## config.mk

```make
export PLATFORM = sky130hd
export DESIGN_NAME = bus_arbiter_resp
export DESIGN_NICKNAME = d
export VERILOG_FILES = /design/src/rtl/bus_arbiter_resp_pkg.sv /design/src/rtl/bus_arbiter_resp_sig_edge_det.sv /design/src/rtl/bus_arbiter_resp.sv
export SDC_FILE = /design/constraint.sdc
export NUM_CORES = 1
export LEC_CHECK = 0
export BUFFER_PORTS_ARGS = -buffer_cell sky130_fd_sc_hd__clkbuf_2
export CORE_ASPECT_RATIO = 0.75
export CORE_MARGIN = 2
export CORE_UTILIZATION = 30
export DETAILED_ROUTE_END_ITERATION = 8
export GPL_TIMING_DRIVEN = 0
export SLEW_MARGIN = 20
export SYNTH_ARGS = -nofsm -noshare
export SYNTH_HDL_FRONTEND = slang
export SYNTH_SLANG_ARGS = --single-unit
```

## constraint.sdc

```tcl
create_clock -name clk -period 2.2 [get_ports clk]
set_input_delay 0.33 -clock clk [delete_from_list [all_inputs] [get_ports clk]]
set_output_delay 0.33 -clock clk [all_outputs]
set_load 0.05 [all_outputs]
```

## src/rtl/bus_arbiter_resp_pkg.sv

```systemverilog
// Shared types and constants for the request/grant bus arbiter.
package bus_arb_pkg;

  typedef enum logic [1:0] {
    IDLE    = 2'd0,
    WAIT    = 2'd1,
    GRANTED = 2'd2,
    OWNED   = 2'd3
  } arb_state_t;

  localparam int GNT_DLY_MIN = 2;
  localparam int GNT_DLY_MAX = 5;

  // Number of bits needed to hold max_val (at least one).
  function automatic int cnt_width(input int max_val);
    int w;
    w = 1;
    while ((max_val >> w) != 0) w++;
    return w;
  endfunction

endpackage

```

## src/rtl/bus_arbiter_resp_sig_edge_det.sv

```systemverilog
// Registers a single-bit input and reports its rising and falling edges.
module sig_edge_det (
  input  logic clk,
  input  logic rst,
  input  logic sig,
  output logic rise,
  output logic fall
);

  logic sig_q;

  always_ff @(posedge clk or posedge rst) begin
    if (rst) sig_q <= 1'b0;
    else     sig_q <= sig;
  end

  assign rise = sig & ~sig_q;
  assign fall = ~sig & sig_q;

endmodule

```

## src/rtl/bus_arbiter_resp.sv

```systemverilog
// Single-requester arbiter: delayed grant on request rise, ownership tracking
// via frame/irdy, and grant retraction on transaction end or timeout.
module bus_arbiter_resp
  import bus_arb_pkg::*;
#(
  parameter int GNT_DLY = 3,
  parameter int TMO_CYC = 16,
  parameter int CNT_W   = 16
) (
  input  logic             clk,
  input  logic             rst,
  input  logic             request,
  input  logic             frame,
  input  logic             irdy,
  output logic             grant,
  output logic             busy,
  output logic             tmo_err,
  output logic [CNT_W-1:0] txn_cnt
);

  localparam int DLY_W = cnt_width(GNT_DLY - 1);
  localparam int TMO_W = cnt_width(TMO_CYC - 1);

  generate
    if (GNT_DLY < GNT_DLY_MIN || GNT_DLY > GNT_DLY_MAX) begin : g_bad_dly
      $error("bus_arbiter_resp: GNT_DLY out of range");
    end
    if (TMO_CYC < 1) begin : g_bad_tmo
      $error("bus_arbiter_resp: TMO_CYC must be at least 1");
    end
  endgenerate

  logic req_rise, req_fall;
  logic frm_rise, frm_fall;
  logic irdy_rise, irdy_fall;

  sig_edge_det u_req_edge  (.clk(clk), .rst(rst), .sig(request), .rise(req_rise),  .fall(req_fall));
  sig_edge_det u_frm_edge  (.clk(clk), .rst(rst), .sig(frame),   .rise(frm_rise),  .fall(frm_fall));
  sig_edge_det u_irdy_edge (.clk(clk), .rst(rst), .sig(irdy),    .rise(irdy_rise), .fall(irdy_fall));

  logic unused_falls;
  assign unused_falls = ^{req_fall, frm_fall, irdy_fall};

  logic end_cond;
  assign end_cond = frm_rise & irdy_rise;

  arb_state_t       state_q;
  logic [DLY_W-1:0] dly_cnt_q;
  logic [TMO_W-1:0] tmo_cnt_q;
  logic [CNT_W-1:0] txn_cnt_q;
  logic             grant_q, busy_q, tmo_err_q;
  // A request already high when reset lifts must be seen low before a rise counts.
  logic             armed_q;

  always_ff @(posedge clk or posedge rst) begin
    if (rst) begin
      state_q   <= IDLE;
      dly_cnt_q <= '0;
      tmo_cnt_q <= '0;
      txn_cnt_q <= '0;
      grant_q   <= 1'b0;
      busy_q    <= 1'b0;
      tmo_err_q <= 1'b0;
      armed_q   <= 1'b0;
    end else begin
      tmo_err_q <= 1'b0;
      armed_q   <= armed_q | ~request;
      case (state_q)
        IDLE: begin
          if (req_rise && armed_q) begin
            dly_cnt_q <= DLY_W'(GNT_DLY - 1);
            state_q   <= WAIT;
          end
        end
        WAIT: begin
          if (!request) begin
            state_q <= IDLE;
          end else if (dly_cnt_q == '0) begin
            grant_q   <= 1'b1;
            tmo_cnt_q <= TMO_W'(TMO_CYC - 1);
            state_q   <= GRANTED;
          end else begin
            dly_cnt_q <= dly_cnt_q - DLY_W'(1);
          end
        end
        GRANTED: begin
          if (!frame) begin
            busy_q  <= 1'b1;
            state_q <= OWNED;
          end else if (tmo_cnt_q == '0) begin
            grant_q   <= 1'b0;
            tmo_err_q <= 1'b1;
            state_q   <= IDLE;
          end else begin
            tmo_cnt_q <= tmo_cnt_q - TMO_W'(1);
          end
        end
        OWNED: begin
          if (end_cond) begin
            grant_q   <= 1'b0;
            busy_q    <= 1'b0;
            txn_cnt_q <= txn_cnt_q + CNT_W'(1);
            state_q   <= IDLE;
          end
        end
        default: state_q <= IDLE;
      endcase
    end
  end

  assign grant   = grant_q;
  assign busy    = busy_q;
  assign tmo_err = tmo_err_q;
  assign txn_cnt = txn_cnt_q;

endmodule
```

==> results of run 1 <==
placed cells by master, fill, tap and decap left out, types with 4 or more instances in the layout:
cell type  instances
inv_1             10
o21ai_0            7
nand3_1            5
a21oi_1            9
xor2_1             8
clkbuf_8           5
nand4_1            4
nand2_1            7
xnor2_1            7
clkbuf_2          23
dfrtp_1           31
nor2_1            15
flip-flops by register name, summed over array words and instances (netlist names):
name and cells:
txn_cnt 16, u_req_edge.sig_q 1, dly_cnt_q 2, u_frm_edge.sig_q 1, state_q 2, grant 1
busy 1, armed_q 1, tmo_err 1, tmo_cnt_q 4, u_irdy_edge.sig_q 1
worst min path at each step:
stage          slack (ns)               from                          to
2_1_floorplan        0.36              frame  u_frm_edge.sig_q$_DFF_PP0_
3_3_place_gp         0.45  armed_q$_DFF_PP0_           armed_q$_DFF_PP0_
3_5_place_dp         0.44  armed_q$_DFF_PP0_           armed_q$_DFF_PP0_
4_1_cts              0.14                rst    tmo_cnt_q[2]$_DFFE_PP0P_
5_1_grt              0.16                rst    tmo_cnt_q[2]$_DFFE_PP0P_
6_report             0.11                rst    tmo_cnt_q[2]$_DFFE_PP0P_
power breakdown:
| part | internal, µW | leakage (µW) | switching, µW |
|---|---|---|---|
| Combinational | 177 | 0.000379 | 385 |
| Clock | 216 | 0.0000477 | 220 |
| Sequential | 682 | 0.000369 | 103 |
final cells by class:
cell class,instances,area (µm²)
multi-input combinational,93,594
fill,474,2830
buffer,3,12.5
clock buffer,5,68.8
timing repair buffer,23,115
inverter,11,41.3
tap,57,71.3
sequential,31,776
clock inverter,3,15.0
layer usage:
metal	up-vias	part of all wire (%)
li1	537	-
met1	500	49
met2	23	45
met3	3	5.2
met4	0	1.3
met5	-	0
worst max-delay path, delay by kind of cell, from the launching register on:
| kind | cells | cell delay [ns] |
|---|---|---|
| xor+xnor | 1 | 0.15 |
| buf+inv | 1 | 0.17 |
| simple gates | 3 | 0.99 |
| flops | 1 | 0.38 |
cell usage after synthesis:
cell type and number:
inv_1 11, nor4bb_1 1, xnor2_1 7, o21bai_1 1, o21ai_0 7, a221oi_1 1, a22oi_1 1, a21oi_1 9
and2_1 1, nand4bb_2 1, nor4_1 1, nor3b_1 1, ha_1 3, nand4_1 4, nor3_1 2, or2_2 1
nand3_1 5, o31ai_1 1, mux2_2 1, or4_1 2, nand3b_1 1, nand2_1 7, nand2b_1 3, dfrtp_1 31
nor3_2 1, nor2_1 15, a211oi_1 1, and4_1 1, a31oi_1 1, nand4b_1 1, xor2_1 8, and3_1 1
nor2b_1 3, clkbuf_1 2, buf_2 1
per-stage QoR:
step	std cells	util (%)	hold WS (ns)	setup slack (ns)
after floorplan	138	-	0.361	0.360
after CTS	226	37.5	0.136	0.438
after detailed placement	218	35.6	0.444	0.403
after global routing	226	37.5	0.164	0.318
after global placement	218	35.6	0.447	0.426
final	226	37.5	0.110	0.452
kinds of logic after synthesis:
group,synth area share [%]
mux,0.791
xor+xnor,9.23
compound gates,8.79
fa+ha+maj,2.64
buf+inv,3.78
flops,54.5
simple gates,20.3
==> results.toml, run 1 <==
[sta]
max_freq_mhz = 572
maxSlewHeadroom_pct = 56.3
setup_viol = 0
period_share_pct = 79.5
layout_min_cycle_time_ns = 1.75
setup_tns_ns = 0
grt_setup_unrepaired = "false"
slew_violations = 0
skew_ns = 0.00790
tightest_slew_ns = 0.655
hold_violations = 0

[worst_setup_path]
reg2reg_from = "u_irdy_edge.sig_q$_DFF_PP0_"
worstPathArrival_ns = 1.96
critPathKind = "flop to flop"
crit_chain = "nand4bb_2, or4_1, buf_2, nor3_2, xor2_1"
critPathMaxStageDelay_ns = 0.51
reg2reg_depth = 5
critical_path.slowest_cell = "or4_1"
reg2reg_slack_ns = 0.45
worstReg2RegEnd = "txn_cnt[15]$_DFFE_PP0P_"
endpoint_kind = "flop"
crit_fanout = 5
cp-endpoint = "txn_cnt[15]$_DFFE_PP0P_"
worstSetupStartpointType = "flop"
crit_required_ns = 2.41
critPathLaunch = "u_irdy_edge.sig_q$_DFF_PP0_"

[finish]
antennaDiodeCount = 0
nets = 176
area_growth_pct = 19.0
drive_gt1_share_pct = 21.9
postLayoutCellArea_um2 = 1690

[yosys]
synth_area_leaders = "dfrtp_1, xor2_1, xnor2_1"
ys_seq_elements = 31
synth_nets = 146
synth_top_cell_by_area = "dfrtp_1"
syn_area_um2 = 1420
synth.avg_cell_area_um2 = 10.3
yosys.cell_types.count = 35
synthCells = 138
synth_top_cell_area_share_pct = 54.5
yosysSeqAreaShare_pct = 54.5
yosysWarningCount = 0

[die]
fp.dieArea_um2 = 5320
core_region_area_um2 = 4520
chipWidth_um = 83.6
ios = 24
fp-row-count = 21
initial_utilization_pct = 31.5
die_h_um = 63.7

[clock_tree]
cts_post_setup_buffers_inserted = 0
clk_latency_ns = 0.29
htree_levels = 2
ctsHoldBuffers = 0
numCtsBuffers = 5
cts_resized = 0
root_buffer = "clkbuf_8"
path_clk_slew_ns = 0.07
cts_buffer_depth = 2
cts_tree = "built"
cts.sinks = 31

[global_routing]
antenna_found_initial = 0
met3_usage_pct = 4.46
use_met1_pct = 13.8
top_usage_layer = "met2"
overflow = 0
first_global_vias = 982
grt_pass1_wl_um = 4620
grt_max_degree = 32
grt_usage_pct = 11.2
gr-usage-met2_pct = 17.9

[placement]
post-dp-hpwl_um = 1890
port_buffers = 23
place_congestion = 0.732
dpl_cell_area_um2 = 1610

[drt]
vias = 1063
routed_via_density = 4.70
firstDrtPassIters = 4
post_drt_wl_per_cell_um = 11.9
wl_um = 2690
final_antenna_net_count = 0
drt_iter0_markers = 40
drc = 0

[flow_run]
drv_cap = 0

[power_and_ir_drop]
power_uw = 1780
ir_drop_mv = 0.506
powerDensity_nw_per_um2 = 1050
p_leak_uw = 0.000796

[run_status]
outcome = "completed"

[min_path]
hold_path_class = "input pin to asynchronous set/reset pin"
No activity file was read; power rests on OpenSTA's default activity.
==> run 2, diff against run 1 <==
--- a/config.mk
+++ b/config.mk
@@ -5,6 +5,7 @@
 export SDC_FILE = /design/constraint.sdc
 export NUM_CORES = 1
 export LEC_CHECK = 0
+export ABC_AREA = 1
 export BUFFER_PORTS_ARGS = -buffer_cell sky130_fd_sc_hd__clkbuf_2
 export CORE_ASPECT_RATIO = 0.75
 export CORE_MARGIN = 2
==> constraint.sdc (replaced) <==
create_clock -name clk -period 1.5 [get_ports clk]
set_input_delay 0.225 -clock clk [delete_from_list [all_inputs] [get_ports clk]]
set_output_delay 0.225 -clock clk [all_outputs]
set_load 0.05 [all_outputs]
==> run 2 against run 1 <==
Critical path depth rose by 1. Final area increased by 12%. Final cell count increased by 31%. Clock power increased by 67%. Critical path type unchanged. Highest routed layer unchanged.
==> results.toml, run 2 <==
[worst_setup_path]
reg2reg_depth = 6
crit_fanout = 8
crit_required_ns = 1.67
critPathKind = "flop to flop"
reg2reg_slack_ns = 0.11
endpoint_kind = "flop"
worstSetupStartpointType = "flop"
reg2reg_from = "u_frm_edge.sig_q$_DFF_PP0_"
worstPathArrival_ns = 1.57
worstReg2RegEnd = "txn_cnt[8]$_DFFE_PP0P_"

[die]
chipWidth_um = 87.7
core_region_area_um2 = 4980
fp.dieArea_um2 = 5860
ios = 24
fp-row-count = 22
initial_utilization_pct = 31.7
die_h_um = 66.8

[sta]
setup_viol = 0
max_freq_mhz = 718
hold_violations = 0
tightest_slew_ns = 0.656
hold_slack_ns = 0.0173
skew_ns = 0.00326
setup_tns_ns = 0
finalWorstSetupSlack_ns = 0.106
layout_min_cycle_time_ns = 1.39
slew_violations = 0
period_share_pct = 92.9
grt_setup_unrepaired = "true"
maxSlewHeadroom_pct = 56.2

[clock_tree]
cts_buffer_depth = 2
cts.sinks = 31
cts_tree = "built"
htree_levels = 2
numCtsBuffers = 5
clk_latency_ns = 0.28
path_clk_slew_ns = 0.06
cts_post_setup_buffers_inserted = 0
ctsHoldBuffers = 0
root_buffer = "clkbuf_8"

[finish]
nets = 231
final_cell_mix = "nand2_1, inv_1, dfrtp_1, clkbuf_2, nor2_1"
drive_gt1_share_pct = 24.1
largest_reg_flops = 16
antennaDiodeCount = 0
fin_util_pct = 38.2
final_cells = 296
area_growth_pct = 20.5
layout_commonest_cell = "nand2_1"

[yosys]
synth_simple_gate_area_share_pct = 30.3
synth_top_family_by_area = "simple AND/OR/NAND/NOR gates"
synthFlopType = "dfrtp_1"
syn_area_um2 = 1580
synth.avg_cell_area_um2 = 8.17
synth_common_cells = "nand2_1, dfrtp_1, inv_1"
yosysWarningCount = 0
synth-edff-count = 0
synth_xor_xnor_area_share_pct = 6.11
yosysSeqAreaShare_pct = 49.2
ys_seq_elements = 31
yosys.cell_types.count = 25
synth_top_cell_by_area = "dfrtp_1"
synthCells = 193
synth-adder-area-share_pct = 2.38
synth_area_leaders = "dfrtp_1, nand2_1, inv_1"
synth_top_cell_area_share_pct = 49.2
synth-async-reset-ratio_pct = 100
synth_nets = 201
synth_mux_area_share_pct = 0
synth_compound_area_share_pct = 4.68
synth_most_common_cell = "nand2_1"

[power_and_ir_drop]
seqPwrFrac_pct = 39.8
combPwrFrac_pct = 34.4
p_leak_uw = 0.000957
powerDensity_nw_per_um2 = 1480
switching_share_pct = 39.7
p_int_uw = 1700
ir_drop_mv = 0.421
clkPwrFrac_pct = 25.8
netSwitchingPower_uw = 1120

[flow_run]
drv_cap = 0

[global_routing]
grt_pass1_wl_um = 5600
grt_max_degree = 32
overflow = 0
first_global_vias = 1184
antenna_found_initial = 0
grt_usage_pct = 13.0

[drt]
routed_via_density = 4.27
post_drt_wl_per_cell_um = 10.6
wl_um = 3130
vias = 1264
drc = 0
firstDrtPassIters = 4
drt_iter0_markers = 46
final_antenna_net_count = 0

[min_path]
hold_path_class = "input pin to asynchronous set/reset pin"

[placement]
post-place-ws_ns = 0.114
post-dp-hpwl_um = 2340
dp.cells = 288
port_buffers = 23
place_congestion = 0.794

[run_status]
outcome = "completed"
run 2: per-stage QoR:
| step | instance area, µm² | total power (µW) |
|---|---|---|
| floorplan | 1580 | 1880 |
| global placement | 1790 | 2070 |
| detailed placement | 1790 | 2090 |
| CTS | 1890 | 2830 |
| global route | 1900 | 3040 |
| finish | 1900 | 2820 |
run 2: cell families (layout without fill, tap and decap cells):
kind of cell    after synthesis  after routing
compound gates               14             14
buf+inv                      31             62
fa+ha+maj                     3              3
simple gates                103            103
flops                        31             31
xor+xnor                     11             11
run 2: layout make-up:
cell class,count,area (µm²)
repair buffers,23,115
well taps,72,90.1
clock buffers,8,100
flip-flops and latches,31,782
multi-input cells,131,698
fillers,516,3080
inverters,31,116
run 2: worst max path at each step:
stage	startpoint	to	slack (ns)	cells after the start
global placement	rst	txn_cnt[3]$_DFFE_PP0P_	0.02	2
global route	tmo_cnt_q[0]$_DFFE_PP0P_	state_q[1]$_DFFE_PP0P_	-0.005	7
detailed placement	tmo_cnt_q[0]$_DFFE_PP0P_	grant$_DFFE_PP0P_	0.11	9
CTS	tmo_cnt_q[0]$_DFFE_PP0P_	grant$_DFFE_PP0P_	0.1	9
finish	u_frm_edge.sig_q$_DFF_PP0_	txn_cnt[8]$_DFFE_PP0P_	0.11	6
floorplan	txn_cnt[9]$_DFFE_PP0P_	txn_cnt[12]$_DFFE_PP0P_	0.02	5
run 2: layer usage:
metal | up-vias | GRT usage, % | share of wire [%]
li1 | 671 | - | -
met3 | 8 | 3.72 | 3.4
met1 | 565 | 19.0 | 56
met5 | - | 0 | 0
met2 | 20 | 17.0 | 38
met4 | 0 | 6.92 | 2.6
run 2: repair_timing:
action | CTS | global route
endpoints found under the hold margin | 0 | 0
endpoints found under the setup margin | 0 | 5
resized for setup | 0 | 5
run 2: power by group through the flow:
stage / Combinational (µW) / Sequential [µW] / Clock, µW
finish: 969 / 1120 / 727
CTS: 958 / 1120 / 753
global route: 1100 / 1140 / 805
floorplan: 567 / 1310 / 0
global placement: 943 / 1130 / 0
detailed placement: 955 / 1130 / 0
run 2: critical path: stages (launching register included):
cell and delay [ns]:
dfrtp_1 0.36, nor2_1 0.25, nand3_4 0.21, inv_2 0.14, nand2_2 0.09, o21ai_0 0.16, nand2_1 0.07
